[config.mk]
export PLATFORM = sky130hd
export DESIGN_NAME = csr_timer_intc
export DESIGN_NICKNAME = d
export VERILOG_FILES = /design/src/rtl/csr_pkg.sv /design/src/rtl/csr_timer_chan.sv /design/src/rtl/csr_timer_intc.sv
export SDC_FILE = /design/constraint.sdc
export NUM_CORES = 1
export LEC_CHECK = 0
export BUFFER_PORTS_ARGS = -buffer_cell sky130_fd_sc_hd__buf_2
export CAP_MARGIN = 20
export CORE_MARGIN = 4
export CORE_UTILIZATION = 60
export DETAILED_ROUTE_END_ITERATION = 12
export GPL_ROUTABILITY_DRIVEN = 0
export HOLD_SLACK_MARGIN = 0.06
export PLACE_DENSITY = 0.81
export SETUP_SLACK_MARGIN = 0.1
export SLEW_MARGIN = 20
export SYNTH_ARGS = -nofsm -noshare
export SYNTH_HDL_FRONTEND = slang
export SYNTH_HIERARCHICAL = 1
export SYNTH_SLANG_ARGS = --single-unit
[constraint.sdc]
create_clock -name clk -period 4.01 [get_ports clk]
set_input_delay 0.2005 -clock clk [delete_from_list [all_inputs] [get_ports clk]]
set_output_delay 0.2005 -clock clk [all_outputs]
set_load 0.02 [all_outputs]
[src/rtl/csr_pkg.sv]
// csr_pkg: shared CSR addresses, TCFG field positions and ESTAT.IS bit indices
package csr_pkg;
  localparam logic [13:0] CSR_ECTL      = 14'h004;
  localparam logic [13:0] CSR_ESTAT     = 14'h005;
  localparam logic [13:0] CSR_TCFG      = 14'h041;
  localparam logic [13:0] CSR_TVAL      = 14'h042;
  localparam logic [13:0] CSR_CNTC      = 14'h043;
  localparam logic [13:0] CSR_TICLR     = 14'h044;
  localparam logic [13:0] CSR_TIPEND    = 14'h1BF;
  localparam logic [13:0] CSR_CHAN_BASE = 14'h1C0;
  localparam int CHAN_STRIDE = 4;
  localparam int TCFG_EN = 0;
  localparam int TCFG_PERIODIC = 1;
  localparam int TCFG_INITVAL_LO = 2;
  localparam int IS_SWI_LO = 0;
  localparam int IS_HWI_LO = 2;
  localparam int IS_TI = 11;
  localparam int IS_IPI = 12;
  localparam int IS_W = 13;
  localparam int LIE_RSVD = 10;
  typedef enum logic [1:0] {CH_TCFG = 2'd0, CH_TVAL = 2'd1, CH_TICLR = 2'd2} chan_reg_e;
  // Channel 0 sits at the architectural addresses; the rest are packed from CHAN_BASE.
  function automatic logic [13:0] chan_addr(input int k, input chan_reg_e r);
    logic [13:0] arch;
    arch = r == CH_TCFG ? CSR_TCFG : r == CH_TVAL ? CSR_TVAL : CSR_TICLR;
    return k == 0 ? arch : CSR_CHAN_BASE + 14'(CHAN_STRIDE * (k - 1)) + 14'(r);
  endfunction
endpackage

[src/rtl/csr_timer_chan.sv]
// csr_timer_chan: one countdown timer channel with TCFG, TVAL and a pending flag
module csr_timer_chan import csr_pkg::*; #(
  parameter int TIMER_W = 32
) (
  input  logic               clk,
  input  logic               reset,
  input  logic               cfg_we,
  input  logic               clr_we,
  input  logic [TIMER_W-1:0] wr_data,
  output logic [TIMER_W-1:0] tcfg,
  output logic [TIMER_W-1:0] tval,
  output logic               pending
);
  logic [TIMER_W-1:0] tcfg_q, tcfg_d, tval_q, tval_d, reload;
  logic pending_q, pending_d, en, periodic, expire;
  always_comb begin
    en = tcfg_q[TCFG_EN];
    periodic = tcfg_q[TCFG_PERIODIC];
    reload = {tcfg_q[TIMER_W-1:TCFG_INITVAL_LO], 2'b00};
    expire = en && tval_q == '0 && !cfg_we;
    tcfg_d = cfg_we ? wr_data : tcfg_q;
    if (expire && !periodic) tcfg_d[TCFG_EN] = 1'b0;
    tval_d = cfg_we ? {wr_data[TIMER_W-1:TCFG_INITVAL_LO], 2'b00} :
             !en ? tval_q :
             tval_q != '0 ? tval_q - TIMER_W'(1) :
             periodic ? reload : '1;
    // expiry beats a same-cycle clear so no event is dropped
    pending_d = expire || (pending_q && !clr_we);
  end
  always_ff @(posedge clk) begin
    if (reset) begin
      tcfg_q <= '0;
      tval_q <= '1;
      pending_q <= 1'b0;
    end else begin
      tcfg_q <= tcfg_d;
      tval_q <= tval_d;
      pending_q <= pending_d;
    end
  end
  assign tcfg = tcfg_q;
  assign tval = tval_q;
  assign pending = pending_q;
endmodule

[src/rtl/csr_timer_intc.sv]
// csr_timer_intc: ESTAT.IS/ECTL.LIE, timer channels, TIPEND and stable counter for the CSR file
module csr_timer_intc import csr_pkg::*; #(
  parameter int NUM_TIMERS = 2,
  parameter int TIMER_W = 32,
  parameter int HWI_NUM = 8,
  parameter int CNT_W = 64
) (
  input  logic               clk,
  input  logic               reset,
  input  logic [13:0]        rd_addr,
  output logic [31:0]        rd_data,
  output logic               rd_hit,
  input  logic               csr_wr_en,
  input  logic [13:0]        wr_addr,
  input  logic [31:0]        wr_data,
  input  logic               crmd_ie,
  input  logic [HWI_NUM-1:0] hw_int,
  output logic               has_int,
  output logic [CNT_W-1:0]   stable_cnt
);
  logic [1:0] swi_q, swi_d;
  logic [HWI_NUM-1:0] hwi_q, hwi_d;
  logic [IS_W-1:0] lie_q, lie_d, is_vec;
  logic [31:0] cntc_q, cntc_d;
  logic [CNT_W-1:0] raw_q, raw_d;
  logic [NUM_TIMERS-1:0] cfg_we, clr_we, tipend;
  logic [TIMER_W-1:0] tcfg [NUM_TIMERS];
  logic [TIMER_W-1:0] tval [NUM_TIMERS];
  for (genvar k = 0; k < NUM_TIMERS; k++) begin : g_chan
    assign cfg_we[k] = csr_wr_en && wr_addr == chan_addr(k, CH_TCFG);
    assign clr_we[k] = csr_wr_en && wr_addr == chan_addr(k, CH_TICLR) && wr_data[0];
    csr_timer_chan #(.TIMER_W(TIMER_W)) u_chan (
      .clk(clk),
      .reset(reset),
      .cfg_we(cfg_we[k]),
      .clr_we(clr_we[k]),
      .wr_data(wr_data[TIMER_W-1:0]),
      .tcfg(tcfg[k]),
      .tval(tval[k]),
      .pending(tipend[k])
    );
  end
  always_comb begin
    swi_d = csr_wr_en && wr_addr == CSR_ESTAT ? wr_data[1:0] : swi_q;
    hwi_d = hw_int;
    lie_d = csr_wr_en && wr_addr == CSR_ECTL ? wr_data[IS_W-1:0] & ~(IS_W'(1) << LIE_RSVD) : lie_q;
    cntc_d = csr_wr_en && wr_addr == CSR_CNTC ? wr_data : cntc_q;
    raw_d = raw_q + CNT_W'(1);
    is_vec = '0;
    is_vec[IS_SWI_LO +: 2] = swi_q;
    is_vec[IS_HWI_LO +: HWI_NUM] = hwi_q;
    is_vec[IS_TI] = |tipend;
    is_vec[IS_IPI] = 1'b0;
  end
  always_ff @(posedge clk) begin
    if (reset) begin
      swi_q <= '0;
      hwi_q <= '0;
      lie_q <= '0;
      cntc_q <= '0;
      raw_q <= '0;
    end else begin
      swi_q <= swi_d;
      hwi_q <= hwi_d;
      lie_q <= lie_d;
      cntc_q <= cntc_d;
      raw_q <= raw_d;
    end
  end
  assign has_int = crmd_ie && |(is_vec & lie_q);
  assign stable_cnt = raw_q + CNT_W'($signed(cntc_q));
  always_comb begin
    rd_hit = 1'b1;
    rd_data = '0;
    if (rd_addr == CSR_ESTAT) rd_data = 32'(is_vec);
    else if (rd_addr == CSR_ECTL) rd_data = 32'(lie_q);
    else if (rd_addr == CSR_CNTC) rd_data = cntc_q;
    else if (rd_addr == CSR_TIPEND) rd_data = 32'(tipend);
    else rd_hit = 1'b0;
    for (int i = 0; i < NUM_TIMERS; i++) begin
      if (rd_addr == chan_addr(i, CH_TCFG)) begin
        rd_hit = 1'b1;
        rd_data = 32'(tcfg[i]);
      end
      if (rd_addr == chan_addr(i, CH_TVAL)) begin
        rd_hit = 1'b1;
        rd_data = 32'(tval[i]);
      end
      if (rd_addr == chan_addr(i, CH_TICLR)) rd_hit = 1'b1;
    end
  end
endmodule

# --- Yosys cells after proc, flatten, opt, wreduce, memory -nomap -nowiden ---
# Cells that the tools add are included.
word_totals:
  ff_bits: 248
  inputBits: 72
  out_inout_bits: 98
classes:
  n_addsub: 4
  eq_ne: 17
  muxes: 26
  bitwise: 1
  reduce_logical: 36
ops:
  columns: ["operator", "count"]
  rows:
  - ["two-way mux 32 bit", 15]
  - ["== test 14 x 7 -> 1 bit, second input constant", 7]
  - ["== test 14 x 9 -> 1 bit, second input constant", 6]
  - ["adder 64 x 1 -> 64 bit, second input constant", 1]
  - ["adder 64 bit", 1]
  - ["logical NOT 32 bit", 2]
  - ["nonzero test 32 bit", 2]
  - ["subtractor 32 x 1 -> 32 bit, second input constant", 2]
  - ["== test 14 x 3 -> 1 bit, second input constant", 4]
  - ["logical AND 1 bit", 18]
  - ["bitwise AND 12 x 13 -> 13 bit", 1]
  - ["OR reduction 13 bit", 1]
  - ["two-way mux 1 bit", 10]
  - ["logical NOT 1 bit", 6]
  - ["OR reduction 2 bit", 3]
  - ["nonzero test 2 bit", 2]
  - ["logical OR 1 bit", 2]
  - ["two-way mux 2 bit", 1]

# --- Depth between registers and ports, before layout ---
# Gate-level depths: netlist of the first run.
logic_depth:
  depth_word: 11
  depth_mapped: 13
  mapped_depth_nobuf: 13

# --- By module ---
# The synthesis of the first run kept the hierarchy.
modules_own_cells:
  columns: ["module", "n_inst", "cells_per_inst", "area_per_inst_um2", "seq_area_each_um2"]
  rows:
  - ["csr_timer_intc", 1, 1308, 9648.0, 2362.3]
  - ["csr_timer_chan", 2, 398, 3408.3, 1301.2]

# --- Least setup slack after synthesis of the first run ---
# No wires, ideal clock.
synth_timing:
  path_type: "reg-to-output"
  startpoint: "register cntc_q[31]"
  endpoint: "output stable_cnt[57]"
  t_arrival_ps: 3458
  required_time_ps: 3809
  slack_ps: 352
  stages_incl_launch_ff: 13
  path_cell_list: "dfxtp_1 -> ha_1 -> buf_2 -> a21o_1 -> a21o_1 -> a21o_1 -> a311o_1 -> a2bb2oi_1 -> o21ai_1 -> a2111oi_4 -> nor2_1 -> a31oi_1 -> xnor2_1"
synth_between:
  elab_chain_len: 1
synth_rtl:
  columns: ["element", "line", "text"]
  rows:
  - ["start: declaration", "csr_timer_intc.sv:24", "logic [31:0] cntc_q, cntc_d;"]
  - ["start signal: assignment", "csr_timer_intc.sv:66", "cntc_q <= cntc_d;"]
  - ["adder 64 bit", "csr_timer_intc.sv:71", "assign stable_cnt = raw_q + CNT_W'($signed(cntc_q));"]
  - ["end: declaration", "csr_timer_intc.sv:19", "output logic [CNT_W-1:0] stable_cnt"]
# No other way between the ends.

# --- Worst setup path after layout of the first run ---
layout_timing:
  startpoint: "register cntc_q[5]"
  endpoint: "output stable_cnt[61]"
# The elaborated chain is that of the path after synthesis.

==> results of run 1 <==
state kept, by name, indices dropped and copies added (netlist names):
register               cells
g_chan.u_chan/tcfg        64
g_chan.u_chan/tval        64
raw_q                     64
cntc_q                    32
lie_q                     12
hwi_q                      8
g_chan.u_chan/pending      2
swi_q                      2
layer usage:
layer,vias up,part of all wire (%)
li1,8094,-
met1,8210,40
met2,1177,45
met3,212,11
met4,0,4.5
met5,-,0
final cells by class:
type / count / share of cell area, %
Clock buffer: 32 / 3.84
Tap cell: 341 / 2.23
Inverter: 36 / 0.707
Sequential cell: 248 / 26.0
Timing Repair Buffer: 246 / 8.14
Multi-Input combinational cell: 1686 / 57.8
Clock inverter: 18 / 1.22
cell families after synthesis:
logic type	share of synthesized area, %
flip-flops	30.2
multiplexers	4.26
XOR/XNOR	7.93
AO/OA/AOI/OAI	25.2
buffers and inverters	4.08
AND/OR/NAND/NOR	23.1
adder cells (fa/ha/maj)	5.29
through the flow:
step	cells	util [%]	area, um2
5_1_grt	2607	70.9	19100
3_5_place_dp	2510	64.9	17500
2_1_floorplan	2104	-	16500
4_1_cts	2601	70.1	18900
6_report	2607	70.9	19100
3_3_place_gp	2510	64.9	17500
what timing repair did:
| item | 4_1_cts | 5_1_grt |
|---|---|---|
| setup buffers | 1 | 6 |
| hold buffers | 40 | 0 |
| setup endpoints to repair | 10 | 20 |
| resized for setup | 7 | 43 |
| hold endpoints to repair | 144 | 0 |
| pin swaps | 2 | 14 |
power breakdown:
part           switching [W]  internal (W)
Sequential        0.00000679       0.00247
Combinational       0.000119     0.0000704
Clock                0.00107       0.00164
layout by cell type, fill, tap and decap left out, types with 30 or more instances in the layout:
master and n:
buf_2 166, ha_1 56, nor4_1 30, nor3_1 78, o31ai_1 39, a21o_1 42, o21ai_0 80, dlygate4sd3_1 40
nand3_1 45, nand2_1 212, mux2i_1 70, xnor2_1 85, inv_1 36, a21oi_1 161, a22oi_1 44, buf_4 37
nand4_1 30, nor2_1 228, dfxtp_1 240, xor2_1 64, a221oi_1 63
worst max path at each step:
stage / startpoint / endpoint / slack [ns] / cells after the start
global route: cntc_q[5] / stable_cnt[61] / 0.02 / 12
finish: cntc_q[5] / stable_cnt[61] / 0.16 / 12
detailed placement: cntc_q[31] / stable_cnt[57] / 0.51 / 11
CTS: cntc_q[31] / stable_cnt[57] / 0.09 / 11
global placement: cntc_q[31] / stable_cnt[57] / 0.61 / 11
floorplan: cntc_q[31] / stable_cnt[57] / 0.35 / 12
==> key figures, run 1 <==
Worst setup path
  – R2R setup slack: 1.00 ns
  – CP endpoint kind: output port
  – Critical path arrival: 3.65 ns
  – Crit path buf inv count: 1
  – FF-to-FF End: raw_q[62]
  – Worst path cell trace: ha_4 > o211ai_1 > nor4_1 > o21ai_1 > a31oi_2 > a41oi_2 > o21ai_2 > a21oi_4 > o41ai_2 > mux2i_1 > a21boi_1 > buf_4
  – Worst path top cell family by delay: compound AO/OA/AOI/OAI gates
  – Register-to-Register Path Depth: 9
  – CP startpoint kind: flip-flop
  – CP Data Required Time: 3.81 ns
  – Setup Crit Path Kind: reg2out
  – Worst r2r src: raw_q[1]
  – CP max FO: 4
  – CP max stage cell: dfxtp_1
  – CP max stage delay: 0.37 ns

Placement
  – HPWL after detailed placement: 37300 um
  – Setup Slack @ Placement: 0.507 ns
  – PortBufs: 169

Global routing
  – Met1 usage: 45.0%
  – Pin count of the biggest net entering global routing: 110
  – GRT Residual Overflow: 0
  – Met3 Use GR: 5.04%
  – Initial antenna violation count: 0
  – Gr usage total: 32.8%
  – First-pass GRT wire length: 84100 um
  – Gr busiest metal: met2
  – Vias in the first global route: 16100
  – Met2 Usage GRT: 52.3%

Power
  – Max VDD drop: 313 uV
  – Leakage power: 7.47 nW
  – Power Density: 281 nW/um2
  – Total power draw: 0.00537 W

Cells and area
  – Filler cells: 2123
  – NumNets Final: 2386
  – Area occupied by multi-input gates: 11000 um2
  – # diodes: 0
  – Synth-to-Final Area Change: 16.1%
  – Sequential cell area: 4980 um2
  – Layout cell share with drive strength beyond 1: 14.5%

Logic synthesis
  – #FFs+latches synth: 248
  – Mean Syn Cell Area: 7.83 um2
  – Post-synth EDFFs: 0
  – Post-Syn Area: 16500 um2
  – Mapped Nets: 2245
  – Yosys warns: 6
  – Area contributors post-synth: dfxtp_1 (30%), nor2_1 (5.3%), ha_1 (5.2%)
  – Area fraction of the dominant cell type after synthesis: 30.2%
  – Synth cell types: 84
  – Post-synth top cells: dfxtp_1 (248), nor2_1 (233), nand2_1 (212)
  – Top-count cell post-synth: dfxtp_1
  – Main synth FF type: dfxtp_1
  – Area leader, netlist: dfxtp_1
  – Mapped Cells: 2104
  – Seq/Total Area, Yosys: 30.2%
  – Async SR Flop Fraction: 0%

Floorplanning
  – Core ar.: 27000 um2
  – Chip width: 174 um
  – Initial Utilization: 61.1%
  – Die H: 174 um
  – I/O Pins: 170
  – Die area: 30200 um2
  – Core Rows: 60

Min path
  – Hold WC Path Type: in2reg
  – Worst Hold Launch: reset
  – Hold Crit Depth: 2
  – Worst Hold Endpoint: g_chan[1].u_chan/tcfg[18]

STA
  – Max-slew violations: 0
  – Setup-failing EPs final: 0
  – Worst-case clock skew: 0.0121 ns
  – Minimum clock period: 3.85 ns
  – Setup tns final: 0 ns
  – Worst hold slack: 0.106 ns
  – Relative slew slack: 37.0%
  – Final worst slack: 0.161 ns
  – Slew @ Worst Pin: 0.944 ns
  – Max Clk Rate: 260 MHz
  – RSZ-0062 raised after global routing: yes
  – Fin. Hold Viols: 0
  – Final Cycle Share: 96.0%

Clock tree
  – CTS Root Cell: clkbuf_16
  – CTS tree: built
  – Worst-path clk slew: 0.06 ns
  – Clk buf depth: 3
  – CTS Buf Count: 27
  – Clock net sink count: 248
  – Clk_lat worst skew: 0.54 ns
  – CTS H-tree lvls: 1

Flow run
  – Max Cap Viol: 0

Route
  – DR WL/cell: 20.6 um
  – Post-route ant nets: 0
  – DRC viols: 0
  – Drt pass-1 iters: 8
  – Post-Route WL: 53600 um
  – Vias/cell: 6.79
  – DR vias: 17700
  – Initial DRC count: 2449

Outcome
  – Run status: completed
Power figures use the tool's default switching activity.
==> run 2: changes to the inputs <==
Settings changed: SETUP_SLACK_MARGIN 0.1 to 0.4, SLEW_MARGIN 20 to not set.
==> key figures, run 2 (synthesis gave the netlist of run 1 again) <==
Outcome
  – Run status: completed (unchanged)

Worst setup path
  – CP startpoint kind: flip-flop (unchanged)
  – Worst r2r src: raw_q[0] (was raw_q[1])
  – CP endpoint kind: output port (unchanged)
  – CP Data Required Time: 3.81 ns (about the same)
  – Setup Crit Path Kind: reg2out (unchanged)
  – Critical path arrival: 3.49 ns (was 3.65 ns)
  – CP max FO: 3 (was 4)
  – Crit path launch: raw_q[4] (was cntc_q[5])
  – Setup crit end: stable_cnt[57] (was stable_cnt[61])
  – Register-to-Register Path Depth: 10 (was 9)
  – R2R setup slack: 0.87 ns (was 1.00 ns)
  – FF-to-FF End: raw_q[54] (was raw_q[62])

STA
  – Relative slew slack: 39.1% (was 37.0%)
  – Max-slew violations: 0 (unchanged)
  – Worst-case clock skew: 0.0205 ns (was 0.0121 ns)
  – RSZ-0062 raised after global routing: yes (unchanged)
  – Setup tns final: 0 ns (unchanged)
  – Setup-failing EPs final: 0 (unchanged)
  – Minimum clock period: 3.69 ns (was 3.85 ns)
  – Slew @ Worst Pin: 0.912 ns (was 0.944 ns)
  – Worst hold slack: 0.0539 ns (was 0.106 ns)
  – Final Cycle Share: 91.9% (was 96.0%)
  – Fin. Hold Viols: 0 (unchanged)
  – Max Clk Rate: 271 MHz (was 260 MHz)

Floorplanning
  – I/O Pins: 170 (unchanged)
  – Core Rows: 60 (unchanged)
  – Initial Utilization: 61.1% (unchanged)
  – Chip width: 174 um (unchanged)
  – Die H: 174 um (unchanged)
  – Core ar.: 27000 um2 (unchanged)
  – Die area: 30200 um2 (unchanged)

Power
  – Internal power: 0.00410 W (was 0.00417 W)
  – Max VDD drop: 338 uV (was 313 uV)
  – Sw Pwr: 0.00121 W (was 0.00120 W)
  – Sw frac: 22.8% (was 22.3%)
  – Power Density: 264 nW/um2 (was 281 nW/um2)
  – Clock power frac: 49.8% (was 50.4%)
  – Sequential share of power: 46.6% (was 46.1%)
  – Comb pwr share: 3.6% (was 3.5%)
  – Leakage power: 7.68 nW (was 7.47 nW)

Route
  – DR WL/cell: 21.6 um (was 20.6 um)
  – Initial DRC count: 2572 (was 2449)
  – Drt pass-1 iters: 7 (was 8)
  – DRC viols: 0 (unchanged)
  – DR vias: 18300 (was 17700)
  – Post-Route WL: 57100 um (was 53600 um)
  – Post-route ant nets: 0 (unchanged)
  – Vias/cell: 6.91 (was 6.79)

Cells and area
  – Filler cells: 1859 (was 2123)
  – Synth-to-Final Area Change: 22.2% (was 16.1%)
  – NumNets Final: 2426 (was 2386)
  – # diodes: 0 (unchanged)
  – Sequential cell area: 5010 um2 (was 4980 um2)
  – Commonest non-fill, non-tap cells in the layout: nor2_1 (225), dfxtp_1 (225), nand2_1 (210) (was dfxtp_1 (240), nor2_1 (228), nand2_1 (212))
  – Layout cell share with drive strength beyond 1: 20.1% (was 14.5%)
  – Post-layout util: 74.6% (was 70.9%)
  – Area occupied by multi-input gates: 11700 um2 (was 11000 um2)

Min path
  – Hold WC Path Type: in2reg (unchanged)

Clock tree
  – CTS Root Cell: clkbuf_16 (unchanged)
  – Worst-path clk slew: 0.06 ns (about the same)
  – CTS tree: built (unchanged)
  – Clk_lat worst skew: 0.55 ns (was 0.54 ns)
  – CTS Buf Count: 27 (unchanged)
  – Clk buf depth: 3 (unchanged)
  – Clock net sink count: 248 (unchanged)
  – CTS H-tree lvls: 1 (unchanged)

Global routing
  – Pin count of the biggest net entering global routing: 104 (was 110)
  – GRT Residual Overflow: 0 (unchanged)
  – Initial antenna violation count: 1 (was 0)
  – Vias in the first global route: 16700 (was 16100)
  – Gr usage total: 34.0% (was 32.8%)
  – First-pass GRT wire length: 86500 um (was 84100 um)

Flow run
  – Max Cap Viol: 0 (unchanged)

Placement
  – HPWL after detailed placement: 37500 um (was 37300 um)
  – PortBufs: 169 (unchanged)
run 2: cell types whose count changed in the layout (fill, tap and decap cells not counted), moves of 6 or more:
cell	delta
a21oi_1	-15
ha_4	+26
ha_1	-29
buf_4	+40
a21oi_2	+14
dfxtp_2	+11
dfxtp_1	-15
o21ai_2	+7
o21ai_1	-6
run 2: how the worst min path moves through the flow:
stage | from | to | slack, ns | cells past startpoint
floorplan | hw_int[0] | hwi_q[0] | 0.33 | 1
global placement | hw_int[4] | hwi_q[4] | 0.42 | 2
detailed placement | hw_int[7] | hwi_q[7] | 0.41 | 2
CTS | reset | g_chan[1].u_chan/tcfg[15] | 0.1 | 2
global route | wr_addr[6] | lie_q[12] | 0.07 | 4
finish | wr_addr[6] | lie_q[12] | 0.05 | 4
run 2: critical path, stage by stage, from the launching register on:
cell	delay, ns
dfxtp_4	0.37
ha_4	0.25
o211ai_1	0.42
a211oi_2	0.17
a21oi_2	0.26
a21oi_2	0.12
o21ai_2	0.22
o21ai_2	0.12
a2111oi_4	0.37
nor2_2	0.10
a31oi_1	0.23
xnor2_1	0.15
buf_4	0.16
run 2: layout make-up:
class	instances	area share [%]
Clock buffer	37	3.89
Inverter	36	0.672
Multi-Input combinational cell	1686	58.0
Clock inverter	13	0.765
Tap cell	341	2.12
Sequential cell	248	24.9
Timing Repair Buffer	286	9.68
run 2: power by group through the flow:
| stage | Clock, W | Sequential (W) | Combinational, W |
|---|---|---|---|
| floorplan | 0 | 0.00253 | 0.0000599 |
| global placement | 0 | 0.00253 | 0.000149 |
| detailed placement | 0 | 0.00253 | 0.000152 |
| CTS | 0.00264 | 0.00248 | 0.000184 |
| global route | 0.00274 | 0.00247 | 0.000202 |
| finish | 0.00264 | 0.00247 | 0.000193 |
run 2: through the flow:
step | cell area [um2] | std cells | setup slack [ns] | total power [W]
after floorplan | 16500 | 2104 | 0.708 | 0.00259
after global placement | 17500 | 2510 | 0.630 | 0.00268
after detailed placement | 17500 | 2511 | 0.540 | 0.00268
after CTS | 19300 | 2617 | 0.361 | 0.00530
after global routing | 20100 | 2647 | 0.191 | 0.00542
final | 20100 | 2647 | 0.323 | 0.00531
run 2: per-layer routing:
metal  vias to the layer above  global-route usage [%]  wire, um
met4                         0                    16.1      3440
met1                      8640                    44.6     22300
met5                         -                       0         0
li1                       8157                       -         -
met2                      1207                    54.7     25900
met3                       290                    5.58      5430
run 2: timing repair:
item                                    in CTS  in global routing
pin swaps                                   23                 36
setup buffers                               15                 28
gates resized for setup                     78                115
gates cloned                                 1                  0
hold buffers                                40                  0
endpoints found under the setup margin      28                 23
hold endpoints to repair                   139                  0
